`src/rtl/insn_fetch_ctrl_if.sv`:
```
// Fetch-side bus: instruction memory port plus downstream valid/stall.
// master = fetch controller, slave = memory/decode side.
interface insn_fetch_ctrl_if #(
  parameter int MEM_INSN_ADDR = 10,
  parameter int LEN_INSN      = 32
);
  logic [MEM_INSN_ADDR-1:0] mem_addr;
  logic [LEN_INSN-1:0]      mem_q;
  logic                     valid_o;
  logic [LEN_INSN-1:0]      insn;
  logic [MEM_INSN_ADDR-1:0] pc_o;
  logic                     stall_i;

  modport master (
    output mem_addr, valid_o, insn, pc_o,
    input  mem_q, stall_i
  );

  modport slave (
    input  mem_addr, valid_o, insn, pc_o,
    output mem_q, stall_i
  );
endinterface

```
`src/rtl/insn_fetch_ctrl.sv`:
```
// PC sequencer for a 1-cycle registered instruction memory.
// INSN_FETCH_CTRL_FETCH_CNT_EN adds the accepted-instruction counter.
module insn_fetch_ctrl #(
  parameter int MEM_INSN_ADDR = 10,
  parameter int LEN_INSN      = 32,
  parameter logic [MEM_INSN_ADDR-1:0] RESET_PC = '0
) (
  input  logic                     clk,
  input  logic                     rst,
  input  logic                     start,
  input  logic [MEM_INSN_ADDR-1:0] start_addr,
  input  logic                     halt,
  input  logic                     redirect,
  input  logic [MEM_INSN_ADDR-1:0] redirect_addr,
  insn_fetch_ctrl_if.master        bus,
  output logic                     busy,
  output logic [31:0]              fetch_cnt
);

  typedef enum logic {IDLE, RUN} state_e;

  state_e                   state_q, state_d;
  logic [MEM_INSN_ADDR-1:0] pc_q, pc_d;
  logic                     pend_q, pend_d;
  logic [MEM_INSN_ADDR-1:0] pend_addr_q, pend_addr_d;
  logic [MEM_INSN_ADDR-1:0] nxt;
  logic [LEN_INSN-1:0]      insn_w;

  always_ff @(posedge clk or negedge rst) begin
    if (!rst) begin
      state_q     <= IDLE;
      pc_q        <= RESET_PC;
      pend_q      <= 1'b0;
      pend_addr_q <= '0;
    end else begin
      state_q     <= state_d;
      pc_q        <= pc_d;
      pend_q      <= pend_d;
      pend_addr_q <= pend_addr_d;
    end
  end

  always_comb begin
    state_d     = state_q;
    pc_d        = pc_q;
    pend_d      = pend_q;
    pend_addr_d = pend_addr_q;
    nxt = redirect ? redirect_addr
        : (pend_q ? pend_addr_q : pc_q + 1'b1);
    case (state_q)
      IDLE: begin
        if (start) begin
          state_d = RUN;
          pc_d    = start_addr;
        end
      end
      RUN: begin
        priority case (1'b1)
          halt: begin
            state_d = IDLE;
            pend_d  = 1'b0;
          end
          bus.stall_i: begin
            if (redirect) begin
              pend_d      = 1'b1;
              pend_addr_d = redirect_addr;
            end
          end
          default: begin
            pc_d   = nxt;
            pend_d = 1'b0;
          end
        endcase
      end
      default: ;
    endcase
  end

  // Address port carries exactly what pc_q loads, so mem_q tracks pc_q.
  always_comb begin
    bus.mem_addr = pc_d;
    bus.valid_o  = (state_q == RUN);
    busy         = (state_q == RUN);
  end

  assign insn_w   = bus.mem_q;
  assign bus.insn = insn_w;
  assign bus.pc_o = pc_q;

`ifdef INSN_FETCH_CTRL_FETCH_CNT_EN
  logic [31:0] cnt_q;

  always_ff @(posedge clk or negedge rst) begin
    if (!rst) begin
      cnt_q <= '0;
    end else if (bus.valid_o && !bus.stall_i) begin
      cnt_q <= cnt_q + 32'd1;
    end
  end

  assign fetch_cnt = cnt_q;
`else
  assign fetch_cnt = '0;
`endif

endmodule
```
`src/flat_wrapper.sv`:
```
// flat-port wrapper written by rule: the top's interface ports become plain ports
module insn_fetch_ctrl_flat 
#(
  parameter int MEM_INSN_ADDR = 10,
  parameter int LEN_INSN      = 32,
  parameter logic [MEM_INSN_ADDR-1:0] RESET_PC = '0
)
  (clk, rst, start, start_addr, halt, redirect, redirect_addr, busy, fetch_cnt, bus_mem_addr, bus_valid_o, bus_insn, bus_pc_o, bus_mem_q, bus_stall_i);
  insn_fetch_ctrl_if #(.MEM_INSN_ADDR(MEM_INSN_ADDR), .LEN_INSN(LEN_INSN)) bus_i ();
  input  logic clk;
  input  logic rst;
  input  logic start;
  input  logic [MEM_INSN_ADDR-1:0] start_addr;
  input  logic halt;
  input  logic redirect;
  input  logic [MEM_INSN_ADDR-1:0] redirect_addr;
  output logic busy;
  output logic [31:0] fetch_cnt;
  output wire logic [$bits(bus_i.mem_addr)-1:0] bus_mem_addr;
  output wire logic [$bits(bus_i.valid_o)-1:0] bus_valid_o;
  output wire logic [$bits(bus_i.insn)-1:0] bus_insn;
  output wire logic [$bits(bus_i.pc_o)-1:0] bus_pc_o;
  input wire logic [$bits(bus_i.mem_q)-1:0] bus_mem_q;
  input wire logic [$bits(bus_i.stall_i)-1:0] bus_stall_i;
  assign bus_mem_addr = bus_i.mem_addr;
  assign bus_valid_o = bus_i.valid_o;
  assign bus_insn = bus_i.insn;
  assign bus_pc_o = bus_i.pc_o;
  assign bus_i.mem_q = bus_mem_q;
  assign bus_i.stall_i = bus_stall_i;
  insn_fetch_ctrl #(.MEM_INSN_ADDR(MEM_INSN_ADDR), .LEN_INSN(LEN_INSN), .RESET_PC(RESET_PC)) u_core (.clk(clk), .rst(rst), .start(start), .start_addr(start_addr), .halt(halt), .redirect(redirect), .redirect_addr(redirect_addr), .bus(bus_i), .busy(busy), .fetch_cnt(fetch_cnt));
endmodule
```
`config.mk`:
```
export PLATFORM = sky130hd
export DESIGN_NAME = insn_fetch_ctrl_flat
export DESIGN_NICKNAME = d
export VERILOG_FILES = /design/src/rtl/insn_fetch_ctrl_if.sv /design/src/rtl/insn_fetch_ctrl.sv /design/src/flat_wrapper.sv
export SDC_FILE = /design/constraint.sdc
export NUM_CORES = 1
export LEC_CHECK = 0
export BUFFER_PORTS_ARGS = -buffer_cell sky130_fd_sc_hd__buf_2
export CAP_MARGIN = 20
export CORE_MARGIN = 3
export CORE_UTILIZATION = 40
export CTS_BUF_LIST = sky130_fd_sc_hd__clkbuf_16
export DETAILED_ROUTE_END_ITERATION = 6
export PLACE_DENSITY = 0.81
export SYNTH_ARGS = -nofsm -noshare
export SYNTH_HDL_FRONTEND = slang
export SYNTH_SLANG_ARGS = --single-unit
```
`constraint.sdc`:
```
create_clock -name clk -period 1.8 [get_ports clk]
set_input_delay 0.18 -clock clk [delete_from_list [all_inputs] [get_ports clk]]
set_output_delay 0.18 -clock clk [all_outputs]
set_load 0.01 [all_outputs]
```
==> out/qor.yml, run 1 <==
die:
  fp.dieH_um: 75.4
  die-area_um2: 5690
  core_area_um2: 4500
  std_cell_rows: 24
  dieWidth_um: 75.4
  ioPinCount: 144
  start_util: 0.428
worst_setup_path:
  cp_num_buf_inv: 1
  path_class: "flip-flop to output pin"
  cp_top_family: "flip-flops"
  reg2reg_depth: 6
  r2r_start: "u_core.bus.pc_o[0]"
  worstPathRequired_ns: 1.62
  start_kind: "flip-flop"
  r2r-end: "u_core.bus.pc_o[6]"
  cp.arrival_ns: 1.90
  path_cells: "ha_4 > and4_4 > nand2_2 > xor2_2 > o41ai_4 > buf_2"
  max_stage_delay_ns: 0.44
  path_max_fanout: 3
  reg2reg_slack_ns: 0.13
  startpoint: "u_core.bus.pc_o[0]"
  cp-end-kind: "output pin"
  crit_path_top_delay_cell: "dfrtp_1"
  crit_end: "bus_mem_addr[6]"
  critical_path_depth: 6
synthesis:
  yosysWarnings: 0
  async_flop_share: 1.00
  syn_inst: 221
  synth_cell_types: 41
  synth-edff-count: 0
  syn_avg_cell_area_um2: 8.72
  ys_ff_latch: 22
  synth-seq-area-share: 0.286
  synth_ff_type: "dfrtp_1"
  syn_area_um2: 1930
flow_run:
  maxCapViolCount: 0
run_status:
  failed_checks: "negative setup slack"
  outcome: "complete, but fails checks"
clock_network:
  clockRootBuffer: "clkbuf_16"
  cts_tree: "yes"
  clk_latency_ns: 0.26
  clk_pin_slew_worst_paths_ns: 0.06
  htreeDepth: 1
  clock-sinks: 22
  clockBufferDepth: 2
  cts_buffers: 3
timing:
  layout_min_cycle_time_ns: 2.08
  fin_tns_setup_ns: -1.24
  rsz0062_at_grt: "true"
  fin_skew_ns: 0.00241
  relSlewSlack: 0.656
  finalSetupViolations: 10
  fmax_ghz: 0.481
  setup_ws_ns: -0.277
  finalHoldViolations: 0
  slew_violations: 0
  worst_pin_slew_ns: 0.516
  min_period_over_period: 1.15
layout:
  final_cell_mix: "buf_2 (47), conb_1 (32), buf_4 (29)"
  layout.cell_area.non_filler_um2: 2260
  syn2layout_area_growth_pct: 17.1
  drive_above_1_share: 0.469
  fin_cells: 310
  num_antenna_cells: 0
  fin_nets: 318
  final_common_cell: "buf_2"
  nFillCells: 406
placed_design:
  dpl_cell_area_um2: 1920
  gp_congestion: 0.850
  io_buffers: 47
  post-place-ws_ns: 0.00257
  dp_cells: 291
  dp_hpwl_um: 3430
pwr:
  p_per_area_nw_per_um2: 1070
  ir_drop_uv: 415
  leakage_uw: 0.00108
global_routing:
  grt_pass1_wl_um: 7520
  grt-ovfl-total: 0
  antenna_found_initial: 0
  grt_usage: 0.173
  grt_start_max_net_pins: 24
  grt_pass1_vias: 1551
detailed_routing:
  initialDrtViolationCount: 108
  dr.pass1.iters: 4
  avgViaCountPerCell: 5.33
  drc_errors: 0
  vias: 1652
  routed_wl_um: 5190
  avgRoutedWirePerCell_um: 16.7
  ant_nets: 0
worst_hold_path:
  hp-class: "input port to flip-flop"
-- worst register-to-register path: stages (launching register included) --
cell and delay (ns):
dfrtp_1 0.44, ha_4 0.17, and4_4 0.23, nand2_2 0.07, xor2_2 0.16, o41ai_4 0.38, buf_4 0.17
-- how the worst min path moves through the flow --
stage / startpoint / cells after the start / endpoint / slack [ns]
floorplan: rst / 0 / u_core.bus.pc_o[0] / -0.12
global placement: rst / 1 / u_core.pend_addr_q[3] / 0.18
detailed placement: rst / 1 / u_core.pend_addr_q[3] / 0.18
CTS: redirect_addr[6] / 2 / u_core.pend_addr_q[6] / 0.17
global route: redirect_addr[0] / 2 / u_core.pend_addr_q[0] / 0.16
finish: redirect_addr[6] / 2 / u_core.pend_addr_q[6] / 0.16
-- through the flow --
stage           util  total power, µW  hold WS (ns)
2_1_floorplan      -             1400        -0.116
3_3_place_gp   0.426             1640         0.178
3_5_place_dp   0.426             1670         0.175
4_1_cts        0.471             2260         0.168
5_1_grt        0.501             2580         0.165
6_report       0.501             2430         0.163
-- registers in the layout (all words and copies together), names as in the netlist --
signal	flops
u_core.bus.pc_o	10
u_core.bus.valid_o	1
u_core.pend_addr_q	10
u_core.pend_q	1
-- synthesized netlist by cell type, types with 2 or more instances --
cell / n / area [µm²]
a221o_1: 2 / 20.0
nor3b_1: 3 / 22.5
a211oi_1: 4 / 30.0
nand2b_1: 2 / 12.5
mux2_2: 8 / 90.1
buf_2: 8 / 40.0
buf_4: 67 / 503
xor2_1: 3 / 26.3
and3_1: 3 / 18.8
and4_1: 2 / 17.5
clkbuf_1: 2 / 7.51
a211oi_2: 2 / 25.0
nor2_1: 8 / 30.0
a31oi_1: 6 / 37.5
nand4_1: 2 / 12.5
dfrtp_1: 22 / 551
o21ai_0: 14 / 70.1
a21oi_1: 13 / 65.1
inv_1: 6 / 22.5
a2111oi_0: 2 / 17.5
nor2b_1: 5 / 31.3
mux2i_1: 6 / 60.1
nand2_1: 13 / 48.8
-- repair_timing --
action	in CTS	in global routing
pin swaps	2	11
resized for setup	21	23
setup endpoints to repair	9	10
hold buffers	1	0
endpoints found under the hold margin	22	0
setup buffers	7	7
-- logic make-up after synthesis --
logic type,after synthesis,synth area share
simple gates,45,0.129
mux,14,0.0779
flops,22,0.286
buf+inv,84,0.303
other cells,1,0.00194
compound gates,50,0.178
xor+xnor,4,0.0182
fa+ha+maj,1,0.00649
-- layer usage --
metal / vias up / share of wire / GRT usage
li1: 743 / - / -
met1: 797 / 0.39 / 0.213
met2: 97 / 0.50 / 0.287
met3: 15 / 0.084 / 0.0515
met4: 0 / 0.024 / 0.0641
met5: - / 0 / 0
-- area by class of cell --
type,count,area (µm²),share of cell area
inverter,6,22.5,0.00997
timing repair buffer,80,497,0.220
sequential,22,556,0.246
tap,52,65.1,0.0288
multi-input combinational,146,1040,0.460
clock inverter,1,3.75,0.00166
clock buffer,3,75.1,0.0332
-- power breakdown --
group	switching [µW]	internal, µW
registers	132	638
logic	605	569
clock network	184	297
total	921	1500
Note: power is estimated with default switching activity, not from simulation.
==> inputs of run 2 (changes only) <==
--- a/config.mk
+++ b/config.mk
@@ -7,9 +7,9 @@
 export LEC_CHECK = 0
 export BUFFER_PORTS_ARGS = -buffer_cell sky130_fd_sc_hd__buf_2
 export CAP_MARGIN = 20
+export CORE_ASPECT_RATIO = 1.5
 export CORE_MARGIN = 3
 export CORE_UTILIZATION = 40
-export CTS_BUF_LIST = sky130_fd_sc_hd__clkbuf_16
 export DETAILED_ROUTE_END_ITERATION = 6
 export PLACE_DENSITY = 0.81
 export SYNTH_ARGS = -nofsm -noshare
==> out/qor.yml, run 2 (synthesized netlist as in run 1, its figures left out) <==
detailed_routing:
  ant_nets: 0
  avgViaCountPerCell: 5.22
  routed_wl_um: 4910
  vias: 1640
  initialDrtViolationCount: 53
  dr.pass1.iters: 4
  drc_errors: 0
  avgRoutedWirePerCell_um: 15.6
timing:
  layout_min_cycle_time_ns: 1.99
  finalHoldViolations: 0
  fmax_ghz: 0.504
  worst_pin_slew_ns: 0.525
  worst_hold_slack_ns: 0.161
  setup_ws_ns: -0.185
  slew_violations: 0
  fin_skew_ns: 0.00524
  min_period_over_period: 1.10
  relSlewSlack: 0.650
  finalSetupViolations: 7
  rsz0062_at_grt: "true"
worst_setup_path:
  max_stage_delay_ns: 0.44
  worstPathRequired_ns: 1.62
  start_kind: "flip-flop"
  cp-end-kind: "output pin"
  crit_path_top_delay_cell: "dfrtp_1"
  cp.arrival_ns: 1.81
  path_class: "flip-flop to output pin"
  path_cells: "and4_2 > nand4_1 > xor2_1 > a221oi_2 > buf_2"
  path_max_fanout: 6
die:
  core_area_um2: 4580
  die-area_um2: 5710
  fp.dieH_um: 91.0
  ioPinCount: 144
  std_cell_rows: 30
  start_util: 0.421
  dieWidth_um: 62.7
layout:
  num_antenna_cells: 0
  final_cell_mix: "buf_2 (47), conb_1 (32), buf_4 (23)"
  register_area_um2: 551
  fin_util: 0.470
  fin_nets: 311
  nFillCells: 441
  drive_above_1_share: 0.420
  syn2layout_area_growth_pct: 11.7
  multi_input_area_um2: 1030
  final_common_cell: "buf_2"
pwr:
  p_per_area_nw_per_um2: 988
  leakage_uw: 0.00101
  ir_drop_uv: 550
global_routing:
  grt_pass1_vias: 1598
  grt-ovfl-total: 0
  antenna_found_initial: 0
  grt_pass1_wl_um: 7680
  grt_usage: 0.167
  grt_start_max_net_pins: 24
clock_network:
  htreeDepth: 1
  clockRootBuffer: "clkbuf_8"
  clock-sinks: 22
  clk_latency_ns: 0.26
  clk_pin_slew_worst_paths_ns: 0.08
  clockBufferDepth: 2
  cts_tree: "yes"
  cts_buffers: 3
worst_hold_path:
  hp-class: "input port to flip-flop"
placed_design:
  dp_hpwl_um: 3620
  io_buffers: 47
  gp_congestion: 0.917
flow_run:
  maxCapViolCount: 0
run_status:
  outcome: "complete, but fails checks"
  failed_checks: "negative setup slack"
==> run 2: cell count changes in the layout (fill, tap and decap cells not counted), sizes merged <==
cell / delta
or3b: +1
buf: -8
clkinv: -1
==> run 2: layout make-up <==
type,count,area share
clock buffer,3,0.0192
inverter,6,0.0105
multi-input combinational,147,0.478
sequential,22,0.256
tap,64,0.0372
timing repair buffer,72,0.199
==> run 2: stage by stage <==
step | area (µm²) | total power, µW | worst slack, ns | setup TNS (ns) | instances
2_1_floorplan | 2040 | 1400 | 0.137 | 0 | 252
3_3_place_gp | 1910 | 1640 | 0.134 | 0 | 300
3_5_place_dp | 1910 | 1660 | 0.109 | 0 | 300
4_1_cts | 2060 | 2050 | -0.163 | -0.709 | 310
5_1_grt | 2150 | 2270 | -0.248 | -1.32 | 314
6_report | 2150 | 2130 | -0.185 | -0.703 | 314
==> run 2: routing by layer <==
layer	GRT usage	wire length [µm]	vias up
met5	0	0	-
met4	0.122	280	0
met3	0.0347	441	34
met2	0.279	2420	107
met1	0.185	1770	767
li1	-	-	732
==> run 2: timing repair <==
item | in CTS | in global routing
hold buffers | 1 | 0
setup endpoints to repair | 9 | 10
pin swaps | 3 | 6
gates cloned | 1 | 0
resized for setup | 18 | 11
hold endpoints to repair | 22 | 0
buffers inserted | 5 | 4
==> run 2: where the power goes <==
part | switching [µW] | internal [µW] | leakage, µW
clock | 161 | 150 | 0.0000216
sequential | 115 | 633 | 0.000263
combinational | 569 | 499 | 0.000723
total | 845 | 1280 | 0.00101
==> run 2: worst paths after layout <==
check                           cells after the start               endpoint  slack [ns]                  start
worst max-delay path                                5        bus_mem_addr[9]       -0.19     u_core.bus.pc_o[0]
worst min-delay path                                2  u_core.pend_addr_q[2]        0.16       redirect_addr[2]
worst max register to register                      7     u_core.bus.pc_o[1]        0.25     u_core.bus.pc_o[1]
worst min register to register                      1  u_core.pend_addr_q[5]        0.51  u_core.pend_addr_q[5]
max in group asynchronous                           2     u_core.bus.pc_o[5]        1.03                    rst
min in group asynchronous                           2  u_core.pend_addr_q[4]        0.42                    rst
==> run 2: worst max-delay path, delay by kind of cell, from the launching register on <==
family          cells  cell delay (ns)
simple gates        2             0.45
compound gates      1             0.30
xor+xnor            1             0.17
flops               1             0.44
buf+inv             1             0.18
==> inputs of run 3 (changes only) <==
--- a/config.mk
+++ b/config.mk
@@ -9,9 +9,9 @@
 export CAP_MARGIN = 20
 export CORE_ASPECT_RATIO = 1.5
 export CORE_MARGIN = 3
-export CORE_UTILIZATION = 40
+export CORE_UTILIZATION = 41
 export DETAILED_ROUTE_END_ITERATION = 6
-export PLACE_DENSITY = 0.81
+export PLACE_DENSITY = 0.83
 export SYNTH_ARGS = -nofsm -noshare
 export SYNTH_HDL_FRONTEND = slang
 export SYNTH_SLANG_ARGS = --single-unit
==> out/qor.yml, run 3 (synthesized netlist as in run 1, its figures left out) <==
clock_network:
  cts_buffers: 3
  clock-sinks: 22
  clk_pin_slew_worst_paths_ns: 0.07
  cts_tree: "yes"
  clockRootBuffer: "clkbuf_8"
  clockBufferDepth: 2
  htreeDepth: 1
  clk_latency_ns: 0.26
timing:
  relSlewSlack: 0.634
  fin_skew_ns: 0.00355
  finalSetupViolations: 6
  rsz0062_at_grt: "true"
  fmax_ghz: 0.519
  worst_pin_slew_ns: 0.549
  layout_min_cycle_time_ns: 1.93
  worst_hold_slack_ns: 0.163
  setup_ws_ns: -0.128
  min_period_over_period: 1.07
  finalHoldViolations: 0
  fin_tns_setup_ns: -0.494
  slew_violations: 0
global_routing:
  grt-ovfl-total: 0
  antenna_found_initial: 0
  busiest_layer: "met2"
  grt_pass1_wl_um: 7340
  use_met3: 0.0287
  met2_usage: 0.279
  grtUsageMet1: 0.192
  grt_usage: 0.169
  grt_start_max_net_pins: 27
  grt_pass1_vias: 1568
worst_setup_path:
  crit_path_top_delay_cell: "dfrtp_1"
  path_max_fanout: 6
  start_kind: "flip-flop"
  max_stage_delay_ns: 0.42
  cp_top_family: "flip-flops"
  cp_num_buf_inv: 1
  cp.arrival_ns: 1.75
  cp-end-kind: "output pin"
  path_class: "flip-flop to output pin"
  worstPathRequired_ns: 1.62
  path_cells: "and4_4 > nand4_1 > xor2_1 > a221oi_2 > buf_2"
detailed_routing:
  vias: 1694
  drc_errors: 0
  routed_wl_um: 5190
  avgViaCountPerCell: 5.31
  dr.pass1.iters: 4
  ant_nets: 0
  initialDrtViolationCount: 90
  avgRoutedWirePerCell_um: 16.3
die:
  fp.dieH_um: 90.0
  dieWidth_um: 62.0
  std_cell_rows: 29
  core_area_um2: 4390
  die-area_um2: 5580
  start_util: 0.439
  ioPinCount: 144
layout:
  num_antenna_cells: 0
  fin_cells: 319
  nFillCells: 415
  drive_above_1_share: 0.467
  final_common_cell: "buf_2"
  final_cell_mix: "buf_2 (48), conb_1 (32), buf_4 (27)"
  multi_input_area_um2: 1060
  register_area_um2: 556
  syn2layout_area_growth_pct: 16.4
  fin_nets: 318
flow_run:
  maxCapViolCount: 0
run_status:
  failed_checks: "negative setup slack"
  outcome: "complete, but fails checks"
worst_hold_path:
  hp-class: "input port to flip-flop"
pwr:
  ir_drop_uv: 618
  leakage_uw: 0.00106
  p_per_area_nw_per_um2: 1010
placed_design:
  gp_congestion: 0.869
  io_buffers: 47
  dp_hpwl_um: 3630
  dp_cells: 298
run 3: changes by cell type in the layout (fill, tap and decap cells not counted), sizes merged:
cell  change
buf       +7
run 3: stage by stage:
step	setup WS [ns]	power, µW	area, µm²	utilization
floorplan	0.137	1400	2040	-
global placement	0.0394	1630	1910	0.435
detailed placement	0.0349	1650	1910	0.435
CTS	-0.236	2050	2050	0.467
global route	-0.178	2400	2240	0.511
finish	-0.128	2260	2240	0.511
run 3: path summary, 6_finish.rpt:
kind                                         endpoint                   from  slack [ns]  cells after the start
min in group asynchronous          u_core.bus.pc_o[5]                    rst        0.42                      2
worst max-delay path                  bus_mem_addr[9]     u_core.bus.pc_o[2]       -0.13                      5
worst min register to register  u_core.pend_addr_q[8]  u_core.pend_addr_q[8]        0.50                      2
worst min-delay path            u_core.pend_addr_q[2]       redirect_addr[2]        0.16                      2
worst max register to register     u_core.bus.pc_o[6]     u_core.bus.valid_o        0.25                      6
max in group asynchronous          u_core.bus.pc_o[0]                    rst        1.02                      2
run 3: area by class of cell:
type	instances	area share
flip-flops and latches	22	0.247
well taps	62	0.0346
inverters	6	0.0100
repair buffers	79	0.217
multi-input cells	147	0.473
clock buffers	3	0.0184
run 3: repair_timing:
item,in CTS,in global routing
cloned,0,1
pin swaps,7,12
gates resized for setup,14,31
hold buffers,1,0
setup buffers,6,11
setup endpoints to repair,10,10
endpoints found under the hold margin,22,0
run 3: where the power goes:
part / total [µW] / internal (µW) / switching [µW]
clock: 302 / 149 / 153
sequential: 768 / 638 / 130
combinational: 1190 / 586 / 604
run 3: metal layers:
metal | wire length, µm | vias to the layer above
li1 | - | 743
met1 | 1720 | 794
met2 | 2690 | 119
met3 | 478 | 38
met4 | 306 | 0
met5 | 0 | -
